### config.mk
export PLATFORM = sky130hd
export DESIGN_NAME = conv_scan_ctrl
export DESIGN_NICKNAME = d
export VERILOG_FILES = /design/src/rtl/conv_ctrl_pkg.sv /design/src/rtl/conv_scan_ctrl_counter.sv /design/src/rtl/conv_scan_ctrl.sv
export SDC_FILE = /design/constraint.sdc
export NUM_CORES = 1
export LEC_CHECK = 0
export ABC_AREA = 1
export BUFFER_PORTS_ARGS = -buffer_cell sky130_fd_sc_hd__buf_2
export CORE_UTILIZATION = 59
export CTS_BUF_LIST = sky130_fd_sc_hd__clkbuf_16
export CTS_CLUSTER_SIZE = 10
export DETAILED_ROUTE_END_ITERATION = 6
export PLACE_DENSITY = 0.81
export SLEW_MARGIN = 20
export SYNTH_ARGS = -nofsm -noshare
export SYNTH_HDL_FRONTEND = slang
export SYNTH_SLANG_ARGS = --single-unit
### constraint.sdc
create_clock -name clk -period 5.05 [get_ports clk]
set_input_delay 0.7575 -clock clk [delete_from_list [all_inputs] [get_ports clk]]
set_output_delay 0.7575 -clock clk [all_outputs]
set_load 0.05 [all_outputs]
### src/rtl/conv_ctrl_pkg.sv
// Shared types and geometry helpers for the convolution scan sequencer.
package conv_ctrl_pkg;

    typedef enum logic [2:0] {IDLE, RUN, DRAIN, WRITE, DONE} state_e;

    function automatic int out_w(input int img_w, input int k);
        return img_w - k + 1;
    endfunction

    function automatic int out_h(input int img_h, input int k);
        return img_h - k + 1;
    endfunction

    function automatic int taps(input int k);
        return k * k;
    endfunction

    // Counter width able to hold 0..n-1, never narrower than one bit.
    function automatic int cnt_w(input int n);
        return (n <= 2) ? 1 : $clog2(n);
    endfunction

endpackage

### src/rtl/conv_scan_ctrl_counter.sv
// Wrapping counter 0..VALMAX; fin flags the wrapping increment so counters chain.
module conv_scan_ctrl_counter #(
    parameter int VALMAX = 1,
    parameter int W      = 1
) (
    input  logic         clk,
    input  logic         rst_n,
    input  logic         clear,
    input  logic         en,
    output logic [W-1:0] val,
    output logic         fin
);

    logic [W-1:0] val_q, val_d;
    logic         at_max;

    assign at_max = (val_q == W'(VALMAX));
    assign fin    = en && !clear && at_max;
    assign val    = val_q;

    always_comb begin
        val_d = val_q;
        if (clear)
            val_d = '0;
        else if (en)
            val_d = at_max ? '0 : val_q + W'(1);
    end

    always_ff @(posedge clk or negedge rst_n) begin
        if (!rst_n) val_q <= '0;
        else        val_q <= val_d;
    end

endmodule

### src/rtl/conv_scan_ctrl.sv
// Valid-mode KxK convolution scan: tap addresses, MAC strobes and per-pixel
// result write handshake for one pass over an IMG_H x IMG_W plane.
module conv_scan_ctrl
    import conv_ctrl_pkg::*;
#(
    parameter int IMG_W   = 28,
    parameter int IMG_H   = 28,
    parameter int K       = 5,
    parameter int ADDR_W  = 10,
    parameter int WADDR_W = 5
) (
    input  logic               clk,
    input  logic               rst_n,
    input  logic               start,
    input  logic               abort,
    input  logic               out_ready,
    output logic               busy,
    output logic               done,
    output logic [ADDR_W-1:0]  pix_addr,
    output logic [WADDR_W-1:0] w_addr,
    output logic               mac_en,
    output logic               mac_clr,
    output logic               out_valid,
    output logic [ADDR_W-1:0]  out_addr
);

    localparam int OUT_W = out_w(IMG_W, K);
    localparam int OUT_H = out_h(IMG_H, K);
    localparam int KW    = cnt_w(K);
    localparam int CW    = cnt_w(OUT_W);
    localparam int RW    = cnt_w(OUT_H);

    state_e        state_q;
    logic          busy_q, done_q, out_valid_q, mac_en_q, mac_clr_q;
    logic [KW-1:0] kc, kr;
    logic [CW-1:0] ocol;
    logic [RW-1:0] orow;
    logic          kc_fin, kr_fin, ocol_fin, orow_fin;
    logic          run, abort_hit, cnt_clr, wr_hs, first_tap, last_pix;

    assign run       = (state_q == RUN);
    assign abort_hit = abort && (state_q != IDLE);
    assign cnt_clr   = (state_q == IDLE) || abort_hit;
    assign wr_hs     = (state_q == WRITE) && out_ready;
    assign first_tap = (kc == '0) && (kr == '0);
    assign last_pix  = (ocol == CW'(OUT_W - 1)) && (orow == RW'(OUT_H - 1));

    // kc -> kr chain issues taps; ocol -> orow chain steps pixels on the write handshake.
    conv_scan_ctrl_counter #(.VALMAX(K - 1), .W(KW)) u_kc (
        .clk(clk), .rst_n(rst_n), .clear(cnt_clr), .en(run), .val(kc), .fin(kc_fin));
    conv_scan_ctrl_counter #(.VALMAX(K - 1), .W(KW)) u_kr (
        .clk(clk), .rst_n(rst_n), .clear(cnt_clr), .en(kc_fin), .val(kr), .fin(kr_fin));
    conv_scan_ctrl_counter #(.VALMAX(OUT_W - 1), .W(CW)) u_ocol (
        .clk(clk), .rst_n(rst_n), .clear(cnt_clr), .en(wr_hs), .val(ocol), .fin(ocol_fin));
    conv_scan_ctrl_counter #(.VALMAX(OUT_H - 1), .W(RW)) u_orow (
        .clk(clk), .rst_n(rst_n), .clear(cnt_clr), .en(ocol_fin), .val(orow), .fin(orow_fin));

    always_ff @(posedge clk or negedge rst_n) begin
        if (!rst_n) begin
            state_q     <= IDLE;
            busy_q      <= 1'b0;
            done_q      <= 1'b0;
            out_valid_q <= 1'b0;
            mac_en_q    <= 1'b0;
            mac_clr_q   <= 1'b0;
        end else begin
            mac_en_q  <= 1'b0;
            mac_clr_q <= 1'b0;
            done_q    <= 1'b0;
            if (abort_hit) begin
                state_q     <= IDLE;
                busy_q      <= 1'b0;
                out_valid_q <= 1'b0;
            end else begin
                case (state_q)
                    IDLE: if (start) begin
                        state_q <= RUN;
                        busy_q  <= 1'b1;
                    end
                    RUN: begin
                        // Strobes land with the read data one cycle later.
                        mac_en_q  <= 1'b1;
                        mac_clr_q <= first_tap;
                        if (kr_fin) state_q <= DRAIN;
                    end
                    DRAIN: begin
                        state_q     <= WRITE;
                        out_valid_q <= 1'b1;
                    end
                    WRITE: if (out_ready) begin
                        out_valid_q <= 1'b0;
                        if (last_pix) begin
                            state_q <= DONE;
                            busy_q  <= 1'b0;
                            done_q  <= 1'b1;
                        end else begin
                            state_q <= RUN;
                        end
                    end
                    DONE:    state_q <= IDLE;
                    default: state_q <= IDLE;
                endcase
            end
        end
    end

    assign busy      = busy_q;
    assign done      = done_q;
    assign out_valid = out_valid_q;
    assign mac_en    = mac_en_q;
    assign mac_clr   = mac_clr_q;

    assign pix_addr = run ? (ADDR_W'(orow) + ADDR_W'(kr)) * ADDR_W'(IMG_W)
                            + ADDR_W'(ocol) + ADDR_W'(kc)
                          : '0;
    assign w_addr   = run ? WADDR_W'(kr) * WADDR_W'(K) + WADDR_W'(kc) : '0;
    assign out_addr = ADDR_W'(orow) * ADDR_W'(OUT_W) + ADDR_W'(ocol);

    logic unused_fin;
    assign unused_fin = orow_fin;

endmodule
Word level (Yosys, flattened, before mapping)
Cells that the tools add are included.

storage, ports and cells
  bits in registers = 24
  input port bits = 5
  output and inout port bits = 30
  word-level logic and storage cells = 94

cells by class
  $add $sub $neg = 9
  multipliers = 3
  equality and inequality tests = 11
  mux-type cells = 36
  reduce and logical (&&, ||, !) cells = 25

operator list
  operator                                             count
  2-to-1 mux 5 bit                                     7
  2-to-1 mux 3 bit                                     11
  adder 10 x 5 -> 10 bit                               2
  2-to-1 mux 1 bit                                     14
  case mux 3 bit (4 select lines)                      1
  adder 10 x 3 -> 10 bit                               1
  adder 5 x 1 -> 5 bit, second input constant          2
  equality test 5 bit, second input constant           2
  logical AND 1 bit                                    10
  2-to-1 mux 10 bit                                    1
  zero test 3 bit                                      3
  != test 3 bit, second input constant                 3
  nonzero test 3 bit                                   3
  multiplier 6 x 3 -> 8 bit, second input constant     1
  nonzero test 2 bit                                   4
  multiplier 5 x 2 -> 7 bit, second input constant     1
  adder 3 x 1 -> 3 bit, second input constant          2
  adder 5 x 3 -> 6 bit                                 1
  equality test 3 x 2 -> 1 bit, second input constant  2
  equality test 3 bit, second input constant           2
  adder 5 x 3 -> 5 bit                                 1
  multiplier 3 x 3 -> 5 bit, second input constant     1
  case mux 1 bit (2 select lines)                      2
  AND reduction 4 bit                                  1
  6 further kinds                                      6

Logic depth before layout (Yosys ltp)
Gate-level depths: netlist of run 1.

  word-level depth = 11
  depth in mapped cells = 19
  depth with buffers taken out = 19

By module
A second synthesis of run 1 with hierarchy kept.

unflattened totals
  cells, all modules = 387
  area total of the unflattened synthesis = 2,765.2 sq um

by module, submodules not included
  module                                times used  cells each  area each (sq um)  seq. area each (sq um)
  conv_scan_ctrl                        1           267         1,851.8            200.2
  conv_scan_ctrl_counter at u_ocol ...  2           32          264.0              125.1
  conv_scan_ctrl_counter at u_kc ...    2           28          192.7              75.1

Worst setup path before layout of run 1
Ideal clock, no wire load.

  path kind = register -> output
  start = reg u_kr.val_q[0] (netlist: u_kr.val[0])
  end = out pix_addr[6]
  arrival = 3.967 ns
  required time = 4.293 ns
  setup slack = 0.326 ns
  cell stages (with the launch flop) = 17
  buffers on the path = 0
  cell sequence = dfrtp_1 > ha_1 > fa_1 > xor2_1 > xnor2_1 > inv_1 > ha_1 > inv_1 > fa_1 > inv_1 > ha_1 > nand2_1 > nor2_1 > nand2_1 > nand3_1 > o21ai_0 > a21oi_1

on the way
  longest elaborated chain between the ends = 5

ends and longest elaborated chain
  what                       RTL line                      text
  start, declared            conv_scan_ctrl_counter.sv:14  logic [W-1:0] val_q, val_d;
  start signal, assigned     conv_scan_ctrl_counter.sv:31  else val_q <= val_d;
  adder 5 x 3 -> 6 bit       conv_scan_ctrl.sv:113         assign pix_addr = run ? (ADDR_W'(orow) + ADDR_W'(kr)) * ADDR_W'(IMG_W)
  multiplier 6 x 3 -> 8 bit  conv_scan_ctrl.sv:113
  adder 10 x 5 -> 10 bit     conv_scan_ctrl.sv:114         + ADDR_W'(ocol) + ADDR_W'(kc)
  adder 10 x 3 -> 10 bit     conv_scan_ctrl.sv:114
  2-to-1 mux 10 bit          conv_scan_ctrl.sv:113
  end, declared              conv_scan_ctrl.sv:19          output logic [ADDR_W-1:0] pix_addr,

No other way between the ends.

Worst setup path after layout of run 1
  start = reg u_kr.val_q[0] (netlist: u_kr.val[0])
  end = out pix_addr[8]

The elaborated chain is that of the path after synthesis.

==> metrics.txt, run 1 <==
H-tree Lvls=1; area grow syn2layout=11.0%; WL final=~5200 microns; Mapped Cells=357; DR vias=about 2300; TritonCTS clock tree=built; Clock power frac=0.253; CP arrival=4.10 ns; postcts setup bufs=0; CTS Buffer Depth=2; fin crit period=4.86 ns; Mapped Nets=~410; GR Overflow Total=0; all-layer global routing usage=0.225; Clock Sinks=24; Core ar.=4380 sq um; Post-Route Setup TNS=0 ns; Mean Syn Cell Area=approximately 7.6 sq um; Max-cap violations=0; Slew Viols, Final=0; non-filler cells, final=roughly 440; Vias per Instance=5.28; leak pwr=roughly 1.8 nW; dpl cell area=between 2000 and 3000 sq um; synthesized area=approximately 2700 sq um; HP Class=in2async; Netlist cell types=36; CTS Hold Bufs=0; fin crit share=0.962; final RePlAce weighted congestion=~0.86; pwr/cell area=around 220 nW/um^2; Min Hold Slack=roughly 0.47 ns; post-route ant nets=0; Post-Layout Inst Area=approximately 3000 sq um; IO Count=35; Clock Latency Late Sink=~0.25 ns; Net Sw Power=~0.27 mW; Net Sw Frac=0.411; Sequential Power Share=0.351; clock skew=0.00253 ns; Slew @ Worst Pin=about 0.52 ns; fmax=0.206 GHz; initial antenna violation count=0; first drt pass iteration count=4; Syn. warnings=0; DRT iter0 DRCs=61; die area=around 4900 sq um; Setup Crit Path Kind=reg2out; Power Total=roughly 0.66 mW; Gate power share=0.396; Port Buf Inserts=34; FP Rows=24; sequential share of the synthesized area=0.221; Slew Limit Headroom=0.652; Resize count post-CTS=0; starting density of the core=0.620; Req. time, crit path=4.29 ns; reg2reg start=u_orow.val[1]; Crit. Startpoint=u_kr.val[0]; largest net degree at the start of global routing=25; crit path max fanout=5; cells on worst reg2reg path=7; clk slew on worst S/H paths=0.06 ns; drt wl/cell=around 12 microns; status=finished, final reports clean; Chip Width=69.9 microns; root buffer cell=clkbuf_16; Hold Fails Final Rpt=0; crit start category=flip-flop; Max VDD drop=roughly 260 uV; vias in the first global route=2239; dpl hpwl=between 4000 and 5000 microns; CP endpoint kind=output pin; most frequent cells in the layout=nand2_1, inv_1, ha_1, nand3_1, buf_2; number of nets in the layout=449; Inserted Clock Buffers=3; Int Power=roughly 0.39 mW; Final setup violation count=0; # diodes=0; Die Ht=about 70 microns; Placed Cells=439; synthesis-stage register bit count=24; layout cells sized above 1=0.169; DRC=0; first-pass GRT wire length=about 9300 microns; commonest non-fill, non-tap cell in the layout=nand2_1
## state kept, by name, indices dropped and copies added, names as in the netlist
| name | flops |
|---|---|
| busy | 1 |
| done | 1 |
| mac_clr | 1 |
| mac_en | 1 |
| out_valid | 1 |
| state_q | 3 |
| u_kc.val | 3 |
| u_kr.val | 3 |
| u_ocol.val | 5 |
| u_orow.val | 5 |
## area by class of cell
type	count	area (sq um)
multi-input combinational	271	1880
fill	371	1370
sequential	24	601
inverter	58	220
timing repair buffer	34	175
clock buffer	3	75.1
tap	52	65.1
clock inverter	1	3.75
## power groups by stage
stage	combinational [mW]	sequential, mW	clock, mW
3_3_place_gp	0.260	0.236	0
5_1_grt	0.288	0.235	0.179
2_1_floorplan	0.165	0.276	0
3_5_place_dp	0.264	0.237	0
4_1_cts	0.265	0.233	0.172
6_report	0.262	0.233	0.168
## path summary, 6_finish.rpt
path	end	slack, ns
worst max-delay path	pix_addr[8]	0.19
max in group asynchronous	u_orow.val[0]	4.22
worst min register to register	busy	0.50
min in group clk	busy	0.50
worst min-delay path	done	0.47
worst max register to register	busy	3.34
## routing by layer
layer	share of wire	GRT usage	vias to the layer above
met2	0.48	0.392	39
met3	0.028	0.0173	4
li1	-	-	1231
met5	0	0	-
met1	0.48	0.305	1065
met4	0.0071	0.0533	0
## per-stage QoR
| stage | utilization | worst slack (ns) |
|---|---|---|
| after detailed placement | 0.667 | 0.403 |
| after global placement | 0.667 | 0.507 |
| after floorplan | - | 0.326 |
| final | 0.688 | 0.192 |
| after global routing | 0.688 | -0.0424 |
| after CTS | 0.685 | 0.105 |
## Yosys cell counts
| cell | number | area, sq um |
|---|---|---|
| nand2_1 | 72 | 270 |
| inv_1 | 50 | 188 |
| ha_1 | 44 | 551 |
| nand3_1 | 32 | 160 |
| dfrtp_1 | 24 | 601 |
| nor2_1 | 24 | 90.1 |
| a21oi_1 | 15 | 75.1 |
| o21ai_0 | 14 | 70.1 |
| xor2_1 | 10 | 87.6 |
| fa_1 | 8 | 160 |
| o21ai_1 | 8 | 40.0 |
| xnor2_1 | 8 | 70.1 |
| inv_2 | 7 | 26.3 |
| nand2_2 | 5 | 31.3 |
| o22ai_1 | 4 | 25.0 |
| buf_4 | 3 | 22.5 |
| nor2_4 | 3 | 33.8 |
| a21o_1 | 2 | 15.0 |
| a21o_2 | 2 | 17.5 |
| nand3_2 | 2 | 20.0 |
| nand4_1 | 2 | 12.5 |
| nor2_2 | 2 | 12.5 |
| or2_1 | 2 | 12.5 |
| xor2_2 | 2 | 32.5 |
| a211oi_1 | 1 | 7.51 |
| a21boi_0 | 1 | 7.51 |
| a21oi_2 | 1 | 8.76 |
| a31oi_1 | 1 | 6.26 |
| buf_2 | 1 | 5.00 |
| inv_4 | 1 | 6.26 |
| nand2_4 | 1 | 11.3 |
| nand3b_1 | 1 | 7.51 |
| nand4_2 | 1 | 12.5 |
| nor4_1 | 1 | 6.26 |
| o21bai_1 | 1 | 7.51 |
| or2_2 | 1 | 6.26 |
## logic make-up after synthesis
| logic type | Yosys count | share of synthesized area |
|---|---|---|
| adders and majority gates | 52 | 0.262 |
| AOI/OAI and AO/OA | 50 | 0.103 |
| xor gates and xnor gates | 20 | 0.0700 |
| DFF | 24 | 0.221 |
| buffers and inverters | 62 | 0.0912 |
| and+or+nand+nor | 149 | 0.253 |
## critical path, stage by stage, from the launching register on
cell and delay, ns:
dfrtp_1 0.44, ha_1 0.26, fa_1 0.45, xor2_2 0.22
fa_1 0.53, ha_1 0.18, inv_1 0.06, fa_1 0.48
inv_1 0.04, ha_1 0.33, nand2_1 0.09, nor2_1 0.09
nand2_1 0.05, nand3_1 0.10, nand3_1 0.10, nand2_1 0.07
nand2_1 0.04, nor2_1 0.08, clkbuf_4 0.23
No activity file was read; power rests on OpenSTA's default activity.
==> run 2, diff against run 1 <==
--- a/config.mk
+++ b/config.mk
@@ -7,11 +7,10 @@
 export LEC_CHECK = 0
 export ABC_AREA = 1
 export BUFFER_PORTS_ARGS = -buffer_cell sky130_fd_sc_hd__buf_2
-export CORE_UTILIZATION = 59
+export CORE_UTILIZATION = 23
 export CTS_BUF_LIST = sky130_fd_sc_hd__clkbuf_16
 export CTS_CLUSTER_SIZE = 10
 export DETAILED_ROUTE_END_ITERATION = 6
-export PLACE_DENSITY = 0.81
 export SLEW_MARGIN = 20
 export SYNTH_ARGS = -nofsm -noshare
 export SYNTH_HDL_FRONTEND = slang
==> run 2 against run 1 <==
  * Sequential share of layout area shrank 0.68 points
  * First-iteration DRC count grew 36%
  * Clock skew shrank 0.00052 ns
  * Core utilization shrank 41 points
  * Fmax grew 2.7%
  * Die area grew to 2.5 times the previous value
  * Count of clock-buffer cells in the layout is the same
  * Sequential power is essentially flat
  * Cell area grew 3.9%
  * Clock power is essentially flat
  * Critical path type unchanged
  * Highest routed layer unchanged
==> metrics.txt, run 2 (synthesis results as in run 1) <==
first-pass GRT wire length=between 10000 and 15000 microns; commonest non-fill, non-tap cell in the layout=nand2_1; Sequential Power Share=0.349; FP Rows=39; Final setup violation count=0; post-route ant nets=0; all-layer global routing usage=0.0962; Max VDD drop=186 uV; hold path depth=2; starting density of the core=0.237; Vias per Instance=~4.4; DRT iter0 DRCs=83; crit start category=flip-flop; clock skew=0.00201 ns; dpl hpwl=between 4000 and 5000 microns; Hold Fails Final Rpt=0; number of nets in the layout=between 400 and 500; reg2reg start=u_orow.val[1]; Clock power frac=0.253; Slew Limit Headroom=0.628; WL final=5650 microns; Post-Route Setup TNS=0 ns; largest stage delay on the critical path=about 0.53 ns; most used cell, CP=nand2_1; Gate power share=0.398; status=finished, final reports clean; Power Total=roughly 0.67 mW; hold path start=busy; root buffer cell=clkbuf_16; area grow syn2layout=15.4%; worst-path cell with the longest stage delay=fa_1; CTS Hold Bufs=0; largest net degree at the start of global routing=25; layout cells sized above 1=0.177; Slew @ Worst Pin=~0.56 ns; Clock Latency Late Sink=around 0.25 ns; IO Count=35; crit-path cells=ha_1 -> fa_2 -> xor2_2 -> fa_1 -> ha_1 -> inv_1 -> fa_1 -> inv_1 -> ha_1 -> nand2_1 -> nor2_1 -> nand2_1 -> nand3_1 -> nand3_1 -> nand2_1 -> nand2_1 -> nor2_1 -> buf_6; Die Ht=about 110 microns; vias in the first global route=about 2200; GR Overflow Total=0; H-tree Lvls=1; Req. time, crit path=around 4.3 ns; initial antenna violation count=0; fin crit share=0.936; Slew Viols, Final=0; TritonCTS clock tree=built; Port Buf Inserts=34; final RePlAce weighted congestion=a little under 0.8; Max-cap violations=0; Chip Width=around 110 microns; # diodes=0; DR vias=roughly 2300; Clock Sinks=24; Setup Crit Path Kind=reg2out; die area=~12000 sq um; Int Power=just under 0.4 mW; cell family with most CP delay=adder cells; crit path max fanout=5; CP arrival=a little under 4 ns; fin crit period=approximately 4.7 ns; first drt pass iteration count=4; Crit Reg-Reg Endpoint=busy; crit path buf inv count=3; leak pwr=about 1.8 nW; cells on worst reg2reg path=7; DRC=0; flop2flop setup slack=roughly 3.4 ns; RSZ-0062 raised after global routing=false; Net Sw Frac=0.417; fmax=around 0.21 GHz; Hold Path Sink=busy; most frequent cells in the layout=nand2_1, inv_1, ha_1, nand3_1, buf_2; Inserted Clock Buffers=3; Net Sw Power=between 0.2 and 0.3 mW; Critical Path Stages=18; Core ar.=approximately 11000 sq um; HP Class=reg2reg; CP endpoint kind=output pin; pwr/cell area=214 nW/um^2; CTS Buffer Depth=2; clk slew on worst S/H paths=0.06 ns; drt wl/cell=~11 microns
==> run 2: cell count changes in the layout (fill, tap and decap cells not counted), sizes merged <==
cell    delta
clkbuf     -1
buf        +1
clkinv     -1
==> run 2: power by group through the flow <==
| stage | Clock (mW) | Combinational, mW | Sequential, mW |
|---|---|---|---|
| 6_report | 0.169 | 0.267 | 0.234 |
| 5_1_grt | 0.184 | 0.297 | 0.237 |
| 4_1_cts | 0.174 | 0.273 | 0.235 |
| 3_5_place_dp | 0 | 0.271 | 0.238 |
| 3_3_place_gp | 0 | 0.268 | 0.237 |
| 2_1_floorplan | 0 | 0.165 | 0.276 |
==> run 2: worst max path at each step <==
| stage | startpoint | endpoint | slack, ns |
|---|---|---|---|
| 2_1_floorplan | u_kr.val[0] | pix_addr[6] | 0.33 |
| 3_3_place_gp | u_kr.val[0] | pix_addr[8] | 0.48 |
| 3_5_place_dp | u_kr.val[0] | pix_addr[8] | 0.37 |
| 4_1_cts | u_kr.val[0] | pix_addr[8] | 0.09 |
| 5_1_grt | u_kr.val[0] | pix_addr[8] | 0.06 |
| 6_report | u_kr.val[0] | pix_addr[8] | 0.32 |
==> run 2: cell type report <==
cell class,count,area [sq um]
fillers,1226,8330
multi-input cells,271,1880
flip-flops and latches,24,603
inverters,58,220
repair buffers,34,179
well taps,143,179
clock buffers,3,75.1
==> run 2: per-stage QoR <==
step / setup slack (ns) / instances / utilization / area (sq um) / hold slack, ns
after floorplan: 0.326 / 357 / - / 2720 / 0.462
after global placement: 0.479 / 530 / 0.265 / 3040 / 0.479
after detailed placement: 0.368 / 530 / 0.265 / 3040 / 0.476
after CTS: 0.0894 / 533 / 0.271 / 3110 / 0.499
after global routing: 0.0553 / 533 / 0.273 / 3130 / 0.520
final: 0.322 / 533 / 0.273 / 3130 / 0.482
==> run 2: repair_timing <==
item / in CTS / in global routing
gates resized for setup: 0 / 8
buffers inserted: 0 / 0
endpoints found under the setup margin: 0 / 4
==> run 2: worst min-delay path: stages, from the launching register on <==
cell	delay (ns)
dfrtp_1	0.35
nand2_1	0.05
nand2_1	0.05
==> run 2: routing by layer <==
metal / vias up / part of all wire / global-route usage
met3: 5 / 0.026 / 0.0137
met5: - / 0 / 0
met2: 25 / 0.50 / 0.175
met1: 1087 / 0.47 / 0.123
li1: 1223 / - / -
met4: 0 / 0.0041 / 0.0116
